## src/rtl/vec_cpu_core.sv

```systemverilog
// vec_cpu_core: single-cycle 32-bit CPU core with 16-bit instructions, eight
// 32-bit registers (R0 hard-wired to zero) and packed 4x8-bit lane arithmetic.
//
// Ports:
//   clk         in   1  single clock, all state updates on the rising edge
//   reset       in   1  asynchronous, active-low reset
//   instruction in  16  instruction at address pc (combinational imem)
//   mem_data    in  32  load data for cpu_addr (combinational dmem)
//   wr_enable   out  1  store strobe, memory writes cpu_data on the rising edge
//   pc          out 32  instruction index in halfword units
//   cpu_addr    out 32  data-memory address
//   cpu_data    out 32  store data
//
// Configuration macro: VEC_MUL_EN
//   defined   -> opcode 0x8 executes lane-wise 8x8 multiply (low 8 bits kept)
//   undefined -> opcode 0x8 behaves as NOP and no multipliers are built

module vec_cpu_core (
  input  logic        clk,
  input  logic        reset,
  input  logic [15:0] instruction,
  input  logic [31:0] mem_data,
  output logic        wr_enable,
  output logic [31:0] pc,
  output logic [31:0] cpu_addr,
  output logic [31:0] cpu_data
);

  localparam logic [3:0] OP_NOP  = 4'h0;
  localparam logic [3:0] OP_ADD  = 4'h1;
  localparam logic [3:0] OP_SUB  = 4'h2;
  localparam logic [3:0] OP_AND  = 4'h3;
  localparam logic [3:0] OP_OR   = 4'h4;
  localparam logic [3:0] OP_XOR  = 4'h5;
  localparam logic [3:0] OP_VADD = 4'h6;
  localparam logic [3:0] OP_VSUB = 4'h7;
  localparam logic [3:0] OP_VMUL = 4'h8;
  localparam logic [3:0] OP_LI   = 4'h9;
  localparam logic [3:0] OP_SLLI = 4'hA;
  localparam logic [3:0] OP_LD   = 4'hB;
  localparam logic [3:0] OP_ST   = 4'hC;
  localparam logic [3:0] OP_BEQ  = 4'hD;
  localparam logic [3:0] OP_JMP  = 4'hE;
  localparam logic [3:0] OP_HALT = 4'hF;

  // Lane-wise add, each 8-bit lane wraps independently
  function automatic logic [31:0] lane_add(input logic [31:0] a, input logic [31:0] b);
    logic [31:0] r;
    r = 32'd0;
    for (int i = 0; i < 4; i++) begin
      r[8*i +: 8] = a[8*i +: 8] + b[8*i +: 8];
    end
    return r;
  endfunction

  // Lane-wise subtract, no borrow crosses a lane boundary
  function automatic logic [31:0] lane_sub(input logic [31:0] a, input logic [31:0] b);
    logic [31:0] r;
    r = 32'd0;
    for (int i = 0; i < 4; i++) begin
      r[8*i +: 8] = a[8*i +: 8] - b[8*i +: 8];
    end
    return r;
  endfunction

`ifdef VEC_MUL_EN
  // Lane-wise multiply keeping the low byte of each 16-bit product
  function automatic logic [31:0] lane_mul(input logic [31:0] a, input logic [31:0] b);
    logic [31:0] r;
    logic [15:0] p;
    r = 32'd0;
    for (int i = 0; i < 4; i++) begin
      p = {8'd0, a[8*i +: 8]} * {8'd0, b[8*i +: 8]};
      r[8*i +: 8] = p[7:0];
    end
    return r;
  endfunction
`endif

  // Architectural state
  logic [1:0]  sync_r;
  logic        halted_r;
  logic [31:0] pc_r;
  logic [31:0] regs_r [0:7];

  // Decode fields
  logic [3:0]  op_s;
  logic [2:0]  rd_idx_s;
  logic [2:0]  rs1_idx_s;
  logic [2:0]  rs2_idx_s;
  logic [31:0] imm9_s;
  logic [31:0] imm6_s;
  logic [31:0] imm12_s;
  logic [4:0]  sh_s;
  logic [31:0] rd_val_s;
  logic [31:0] rs1_val_s;
  logic [31:0] rs2_val_s;

  // Execute results
  logic        wb_en_s;
  logic [31:0] wb_data_s;
  logic [31:0] next_pc_s;
  logic        mem_we_s;
  logic [31:0] addr_s;
  logic [31:0] data_s;
  logic        halt_s;
  logic        run_s;
  logic        commit_s;

  assign op_s      = instruction[15:12];
  assign rd_idx_s  = instruction[11:9];
  assign rs1_idx_s = instruction[8:6];
  assign rs2_idx_s = instruction[5:3];
  assign imm9_s    = {{23{instruction[8]}}, instruction[8:0]};
  assign imm6_s    = {{26{instruction[5]}}, instruction[5:0]};
  assign imm12_s   = {{20{instruction[11]}}, instruction[11:0]};
  assign sh_s      = instruction[4:0];

  // regs_r[0] is cleared by reset and never written, so R0 reads as zero.
  assign rd_val_s  = regs_r[rd_idx_s];
  assign rs1_val_s = regs_r[rs1_idx_s];
  assign rs2_val_s = regs_r[rs2_idx_s];

  // The first stage captures the release and the second holds it; the core
  // runs as soon as the first stage is set so the instruction at pc=0
  // commits on the second rising edge after reset rises.
  assign run_s    = sync_r[0] | sync_r[1];
  assign commit_s = run_s & ~halted_r;

  // Reset release synchronizer, asserted asynchronously, released on clk
  always_ff @(posedge clk or negedge reset) begin
    if (!reset) begin
      sync_r <= 2'b00;
    end else begin
      sync_r <= {sync_r[0], 1'b1};
    end
  end

  // Instruction decode and execute, all results combinational
  always_comb begin
    wb_en_s   = 1'b0;
    wb_data_s = 32'd0;
    next_pc_s = pc_r + 32'd1;
    mem_we_s  = 1'b0;
    addr_s    = 32'd0;
    data_s    = 32'd0;
    halt_s    = 1'b0;
    case (op_s)
      OP_NOP: begin
        wb_en_s = 1'b0;
      end
      OP_ADD: begin
        wb_en_s   = 1'b1;
        wb_data_s = rs1_val_s + rs2_val_s;
      end
      OP_SUB: begin
        wb_en_s   = 1'b1;
        wb_data_s = rs1_val_s - rs2_val_s;
      end
      OP_AND: begin
        wb_en_s   = 1'b1;
        wb_data_s = rs1_val_s & rs2_val_s;
      end
      OP_OR: begin
        wb_en_s   = 1'b1;
        wb_data_s = rs1_val_s | rs2_val_s;
      end
      OP_XOR: begin
        wb_en_s   = 1'b1;
        wb_data_s = rs1_val_s ^ rs2_val_s;
      end
      OP_VADD: begin
        wb_en_s   = 1'b1;
        wb_data_s = lane_add(rs1_val_s, rs2_val_s);
      end
      OP_VSUB: begin
        wb_en_s   = 1'b1;
        wb_data_s = lane_sub(rs1_val_s, rs2_val_s);
      end
`ifdef VEC_MUL_EN
      OP_VMUL: begin
        wb_en_s   = 1'b1;
        wb_data_s = lane_mul(rs1_val_s, rs2_val_s);
      end
`else
      OP_VMUL: begin
        wb_en_s = 1'b0;
      end
`endif
      OP_LI: begin
        wb_en_s   = 1'b1;
        wb_data_s = imm9_s;
      end
      OP_SLLI: begin
        wb_en_s   = 1'b1;
        wb_data_s = rs1_val_s << sh_s;
      end
      OP_LD: begin
        wb_en_s   = 1'b1;
        wb_data_s = mem_data;
        addr_s    = rs1_val_s;
      end
      OP_ST: begin
        mem_we_s = 1'b1;
        addr_s   = rs1_val_s;
        data_s   = rs2_val_s;
      end
      OP_BEQ: begin
        if (rd_val_s == rs1_val_s) begin
          next_pc_s = pc_r + imm6_s;
        end else begin
          next_pc_s = pc_r + 32'd1;
        end
      end
      OP_JMP: begin
        next_pc_s = pc_r + imm12_s;
      end
      OP_HALT: begin
        next_pc_s = pc_r;
        halt_s    = 1'b1;
      end
      default: begin
        wb_en_s = 1'b0;
      end
    endcase
  end

  // pc, halt flag and register file commit on the rising edge
  always_ff @(posedge clk or negedge reset) begin
    if (!reset) begin
      pc_r     <= 32'd0;
      halted_r <= 1'b0;
      for (int i = 0; i < 8; i++) begin
        regs_r[i] <= 32'd0;
      end
    end else if (commit_s) begin
      pc_r     <= next_pc_s;
      halted_r <= halt_s;
      if (wb_en_s && (rd_idx_s != 3'd0)) begin
        regs_r[rd_idx_s] <= wb_data_s;
      end
    end else begin
      pc_r     <= pc_r;
      halted_r <= halted_r;
    end
  end

  // Memory outputs are held at zero while reset is low, during the release
  // window and once halted.
  assign pc        = pc_r;
  assign wr_enable = reset & commit_s & mem_we_s;
  assign cpu_addr  = (reset & commit_s) ? addr_s : 32'd0;
  assign cpu_data  = (reset & commit_s) ? data_s : 32'd0;

endmodule

```

## config.mk

```make
export PLATFORM = sky130hd
export DESIGN_NAME = vec_cpu_core
export DESIGN_NICKNAME = d
export VERILOG_FILES = /design/src/rtl/vec_cpu_core.sv
export SDC_FILE = /design/constraint.sdc
export NUM_CORES = 1
export LEC_CHECK = 0
export CAP_MARGIN = 25
export CORE_MARGIN = 5
export CORE_UTILIZATION = 35
export DETAILED_ROUTE_END_ITERATION = 7
export GPL_ROUTABILITY_DRIVEN = 1
export SYNTH_ARGS = -nofsm -noshare
export SYNTH_HDL_FRONTEND = slang
export SYNTH_SLANG_ARGS = --single-unit
```

## constraint.sdc

```tcl
create_clock -name clk -period 8.2 [get_ports clk]
set_input_delay 1.64 -clock clk [delete_from_list [all_inputs] [get_ports clk]]
set_output_delay 1.64 -clock clk [all_outputs]
set_load 0.005 [all_outputs]
```

Word level (Yosys, flattened, before mapping)
Cells that the tools add are included.
{"block": "word_totals", "ff_bits": 291}
{"block": "classes", "addsub": 13, "order_cmp": 4, "eq_ne": 15, "shifts": 1, "mux": 22, "bitwise": 12, "n_reduce_logical": 7}
{"cell": "two-way mux 32 bit", "n": 12}
{"cell": "one-hot mux 32 bit (10 select lines)", "n": 1}
{"cell": "binary-select mux 32 bit (select 3 bit)", "n": 3}
{"cell": "bitwise mux 256 bit", "n": 1}
{"cell": "adder 32 bit", "n": 3}
{"cell": "demux 32 bit (select 3 bit)", "n": 1}
{"cell": "one-hot mux 32 bit (3 select lines)", "n": 1}
{"cell": "adder 32 x 1 -> 32 bit, second input constant", "n": 1}
{"cell": "adder 8 bit", "n": 4}
{"cell": "AND 32 bit", "n": 1}
{"cell": "equality test 32 bit", "n": 1}
{"cell": "OR 32 bit", "n": 1}
{"cell": "left shift 32 x 5 -> 32 bit", "n": 1}
{"cell": "subtractor 32 bit", "n": 1}
{"cell": "subtractor 8 bit", "n": 4}
{"cell": "bitwise XOR 32 bit", "n": 1}
{"cell": "equality test 4 bit, second input constant", "n": 7}
{"cell": "equality test 4 x 3 -> 1 bit, second input constant", "n": 4}
{"cell": "greater-or-equal comparator 4 bit, second input constant", "n": 3}
{"cell": "NOT 3 -> 4 bit", "n": 3}
{"cell": "OR reduction 10 bit", "n": 1}
{"cell": "equality test 4 x 2 -> 1 bit, second input constant", "n": 2}
{"cell": "equality test 4 x 1 -> 1 bit, second input constant", "n": 1}
{"cell": "less-than comparator 4 x 1 -> 1 bit, second input constant", "n": 1}
{"cell": "8 further kinds", "n": 15}

Depth between registers and ports, before layout
Gate-level depths: netlist of run 1.
{"block": "depth", "word_depth": 7, "mapped_depth": 24, "depth_no_buf": 21}

Worst setup path before layout of run 1
Ideal clock, no wire load.
{"block": "synth_path", "kind": "input port to flip-flop", "from": "in instruction[5]", "to": "reg regs_r[217] in the netlist's numbering", "arrival_ps": 6568, "path_slack_ps": 1480, "path_stages": 20, "cell_sequence": "buf_1 > inv_2 > buf_1 > clkbuf_1 > mux4_2 > ha_1 > nor2_1 > a21oi_1 > inv_1 > ha_1 > nor2b_1 > o31ai_1 > a21oi_1 > o21ai_0 > o21ba_2 > o21ba_2 > nor2_1 > xor2_1 > a221oi_1 > o21ai_0"}
{"block": "synth_via", "elab_chain_cells": 7}
{"element": "from (decl)", "line_no": "21", "text": "input logic [15:0] instruction,"}
{"element": "NOT 3 -> 4 bit (not written as such) *", "line_no": "122", "text": "assign rs2_val_s = regs_r[rs2_idx_s];"}
{"element": "binary-select mux 32 bit (select 3 bit) *", "line_no": "122"}
{"element": "two-way mux 32 bit (not written as such) * (2 in series)", "line_no": "122"}
{"element": "subtractor 32 bit (tied with other cells)", "line_no": "158", "text": "wb_data_s = rs1_val_s - rs2_val_s;"}
{"element": "one-hot mux 32 bit (10 select lines) *", "line_no": "148", "text": "case (op_s)"}
{"element": "bitwise mux 256 bit *", "line_no": "240", "text": "regs_r[rd_idx_s] <= wb_data_s;"}
{"element": "to (signal, indexed assignment)", "line_no": "240"}
{"element": "to (decl)", "line_no": "84", "text": "logic [31:0] regs_r [0:7];"}
Mark *: on every way between the ends. The rest lies on a longest branch, timed or not. The select of a mux whose other input is x is not followed.
A chain may end at the register's enable or synchronous reset.

Final worst setup path of run 1
{"block": "layout_path", "from": "in instruction[3]", "to": "reg regs_r[31] in the netlist's numbering"}
{"block": "layout_via", "elab_chain_cells": 7}
{"element": "NOT 3 -> 4 bit (not written as such)", "line_no": "122"}
{"element": "binary-select mux 32 bit (select 3 bit)", "line_no": "122"}
{"element": "two-way mux 32 bit (not written as such) (2 in series)", "line_no": "122"}
{"element": "subtractor 32 bit (tied with other cells)", "line_no": "158"}
{"element": "one-hot mux 32 bit (10 select lines) *", "line_no": "148"}
{"element": "bitwise mux 256 bit *", "line_no": "240"}
Marked as above.

==> results of run 1 <==
## cell type report
type                    instances  share of cell area
well taps                    1070              0.0407
clock buffers                  52              0.0326
flip-flops and latches        291               0.221
diodes                          3            0.000228
clock inverters                15             0.00723
multi-input cells            2461               0.612
repair buffers                272              0.0735
inverters                     106              0.0121
## worst min-delay path by stage
stage / depth (start not counted) / to
after floorplan: 0 / sync_r[1]
after detailed placement: 0 / sync_r[1]
final: 0 / sync_r[1]
after global placement: 0 / sync_r[1]
after CTS: 0 / sync_r[1]
after global routing: 0 / sync_r[1]
## registers in the layout, summed over array words and instances, names as in the netlist
name and flops:
halted_r 1, sync_r 2, regs_r 256, pc 32
## cell usage in the layout, fill, tap and decap left out, types with 18 or more instances in the layout
cell             instances
a211oi_1                18
a21o_1                  62
a21oi_1                228
a221oi_1                70
a22oi_1                 24
and3_1                  20
buf_4                  126
clkbuf_16               37
clkdlybuf4s50_1        134
dfrtp_1                291
ha_1                   190
inv_1                  100
mux2_2                 144
mux2i_1                139
mux4_2                 166
nand2_1                221
nand2b_1                25
nand3_1                 50
nand4_1                 19
nor2_1                 291
nor2b_1                 29
nor3_1                  49
o211ai_1                28
o21ai_0                192
o22ai_1                 26
xnor2_1                149
xor2_1                  46
## power by group through the flow
stage | Sequential, mW | Combinational [mW] | Clock, mW
final | 1.45 | 0.637 | 1.80
after global routing | 1.44 | 0.677 | 1.86
after CTS | 1.44 | 0.625 | 1.82
after detailed placement | 1.47 | 0.622 | 0
after global placement | 1.47 | 0.621 | 0
after floorplan | 1.47 | 0.390 | 0
## per-stage QoR
step	cell area, um^2	power [mW]
2_1_floorplan	28700	1.86
3_3_place_gp	31600	2.09
3_5_place_dp	31600	2.09
4_1_cts	32900	3.89
5_1_grt	32900	3.99
6_report	32900	3.88
## routing by layer
metal  up-vias  GRT usage  routed length (um)
li1      11700          -                   -
met1     13100      0.351               47400
met2      1531      0.390               50200
met3       294     0.0530               12100
met4         0      0.101                5380
met5         -          0                   0
## logic make-up (layout without fill, tap and decap cells)
kind of cell / count (synthesis) / after routing
AO/OA/AOI/OAI: 823 / 823
XOR/XNOR: 195 / 195
adder cells (fa/ha/maj): 196 / 196
buffers and inverters: 320 / 445
flip-flops: 291 / 291
multiplexers: 461 / 461
other: 1 / 4
AND/OR/NAND/NOR: 785 / 785
## critical path, cell delays in order
cell,delay (ns)
buf_6,0.32
buf_4,0.40
mux4_2,0.56
mux2i_2,0.55
nand4_1,0.36
nor4_2,0.36
nand2_1,0.24
nor3_1,0.35
a21oi_1,0.13
xnor2_1,0.22
ha_1,0.31
a21o_1,0.17
a21o_1,0.17
a21o_1,0.16
a21o_1,0.17
a211oi_1,0.24
a2bb2oi_1,0.31
xnor2_1,0.12
o21ai_1,0.70
mux2_2,0.30
==> metrics, run 1 <==
Skew-Pair Late Insertion Delay=between 0.5 and 0.6 ns; Worst setup SP type=input port; die area=87800 um^2; syn_nets=between 3k and 4k; die height=between 200 and 300 um; internal reg-to-reg setup slack=a little over 2 ns; Final Non-Filler Cells=4270; fin util=0.403; Synth Area in Compound Gates=0.187; Combinational Power Share=0.164; crit-path max FO=28; Worst Setup Path Type=in -> reg; largest area contributor in the netlist=dfrtp_1; crit path capture type=register; pwr/cell area=~120 nW/um^2; Final ANT Viol Nets=0; Worst R2R End=regs_r[31]; share of cells above drive strength 1=0.177; cell-internal power=2.74 mW; DP Cell Count=about 4.2k; adder-cell share of the synthesized area=0.0870; CTS tree=yes; I/O pin total=147; sequential cell area=between 7000 and 8000 um^2; dpl ws=about 0.46 ns; Min Hold Slack=about 0.38 ns; P&R area growth vs syn=14.6%; Mapped Cells=3072; CTS clock-pin slew for the worst setup and hold paths=around 0.06 ns; Setup WS post-layout=~0.81 ns; first-pass detailed-route iteration total=8; Post-CTS Hold Fix Bufs=0; ranking of synthesized cells by area=dfrtp_1 25%, mux4_2 13%, ha_1 8.3%; total wire length=roughly 120 mm; Peak VDD IR=~0.00014 V; most frequent cell after synthesis=nor2_1; via count=approximately 27k; Ys Warns=0; row cnt=around 110; largest family of logic cells by synthesized area=multiplexers; cts bufs inserted=37; post-synthesis cell area=28700 um^2; Synth top area share=0.254; PortBufs=between 100 and 150; Initial Util=0.351; maxcap violations=0; CP required=~8.7 ns; initial drt markers=between 3k and 4k; largest net degree at the start of global routing=approximately 160; Seq/Total Area, Yosys=0.254; post-synthesis xor/xnor area fraction=0.0595; number of flops mapped to enable cells by yosys=0; vias in the first global route=between 20k and 30k; clock network power share=0.463; Net Sw Frac=0.294; post-synthesis mux area share=0.243; Multi-input gate area=between 20000 and 25000 um^2; sequential share of power=0.373; Reg2Reg Launch Point=regs_r[67]; Final Hold Viols=0; Hold Path Class=reg -> reg; outcome=complete, no violations; H-tree levels=2; WP data arrival=around 8 ns; # DRC=0; Setup Skew=about 0.037 ns; Max Transition Viols Final=0; fillers=8122; Critical Path Sink=regs_r[31]; Syn Area/Cell=a little over 9 um^2; simple-gate share of the synthesized area=0.124; Netlist cell types=90; initial antenna violation count=5; total negative slack=0 ns; Rel. slew slack=0.280; Yosys reg bits=291; CTS max path bufs=3; Main synth FF type=dfrtp_1; final cycle utilization of the critical path=0.901; Post-CTS Setup Bufs=0; Reg2Reg Depth=22; grt ovf=0; GPL Wtd Cong=0.994; leakage=about 14 nW; CTS root buffer=clkbuf_16; Die Width=296 um; Setup violations, final=0; Sink Count=291; worst slew pin tran=1.08 ns; first-pass GRT wire length=169 mm; fmax=~0.14 GHz; unrepaired setup endpoints after global routing=no; WL/cell=between 20 and 30 um; Post-synth ARST share=1.00; placeable core area=81700 um^2; Hold Startpoint=sync_r[0]; top cells by count, synth=294 x nor2_1, 291 x dfrtp_1, 228 x a21oi_1; vias per std cell=between 6 and 7; Tot GR Track Use=0.253; DP HPWL=roughly 84 mm; post_cts resized=0; crit path from=instruction[3]; Sw Pwr=approximately 1.1 mW; nets@finish=around 3.4k; Final min period=between 7 and 8 ns
No activity file was read; power rests on OpenSTA's default activity.
==> run 2: changes to the inputs <==
SKIP_CTS_REPAIR_TIMING = 1   (was default)
==> results of run 2 <==
The final DEF is identical to that of run 1; final timing and power are the same.
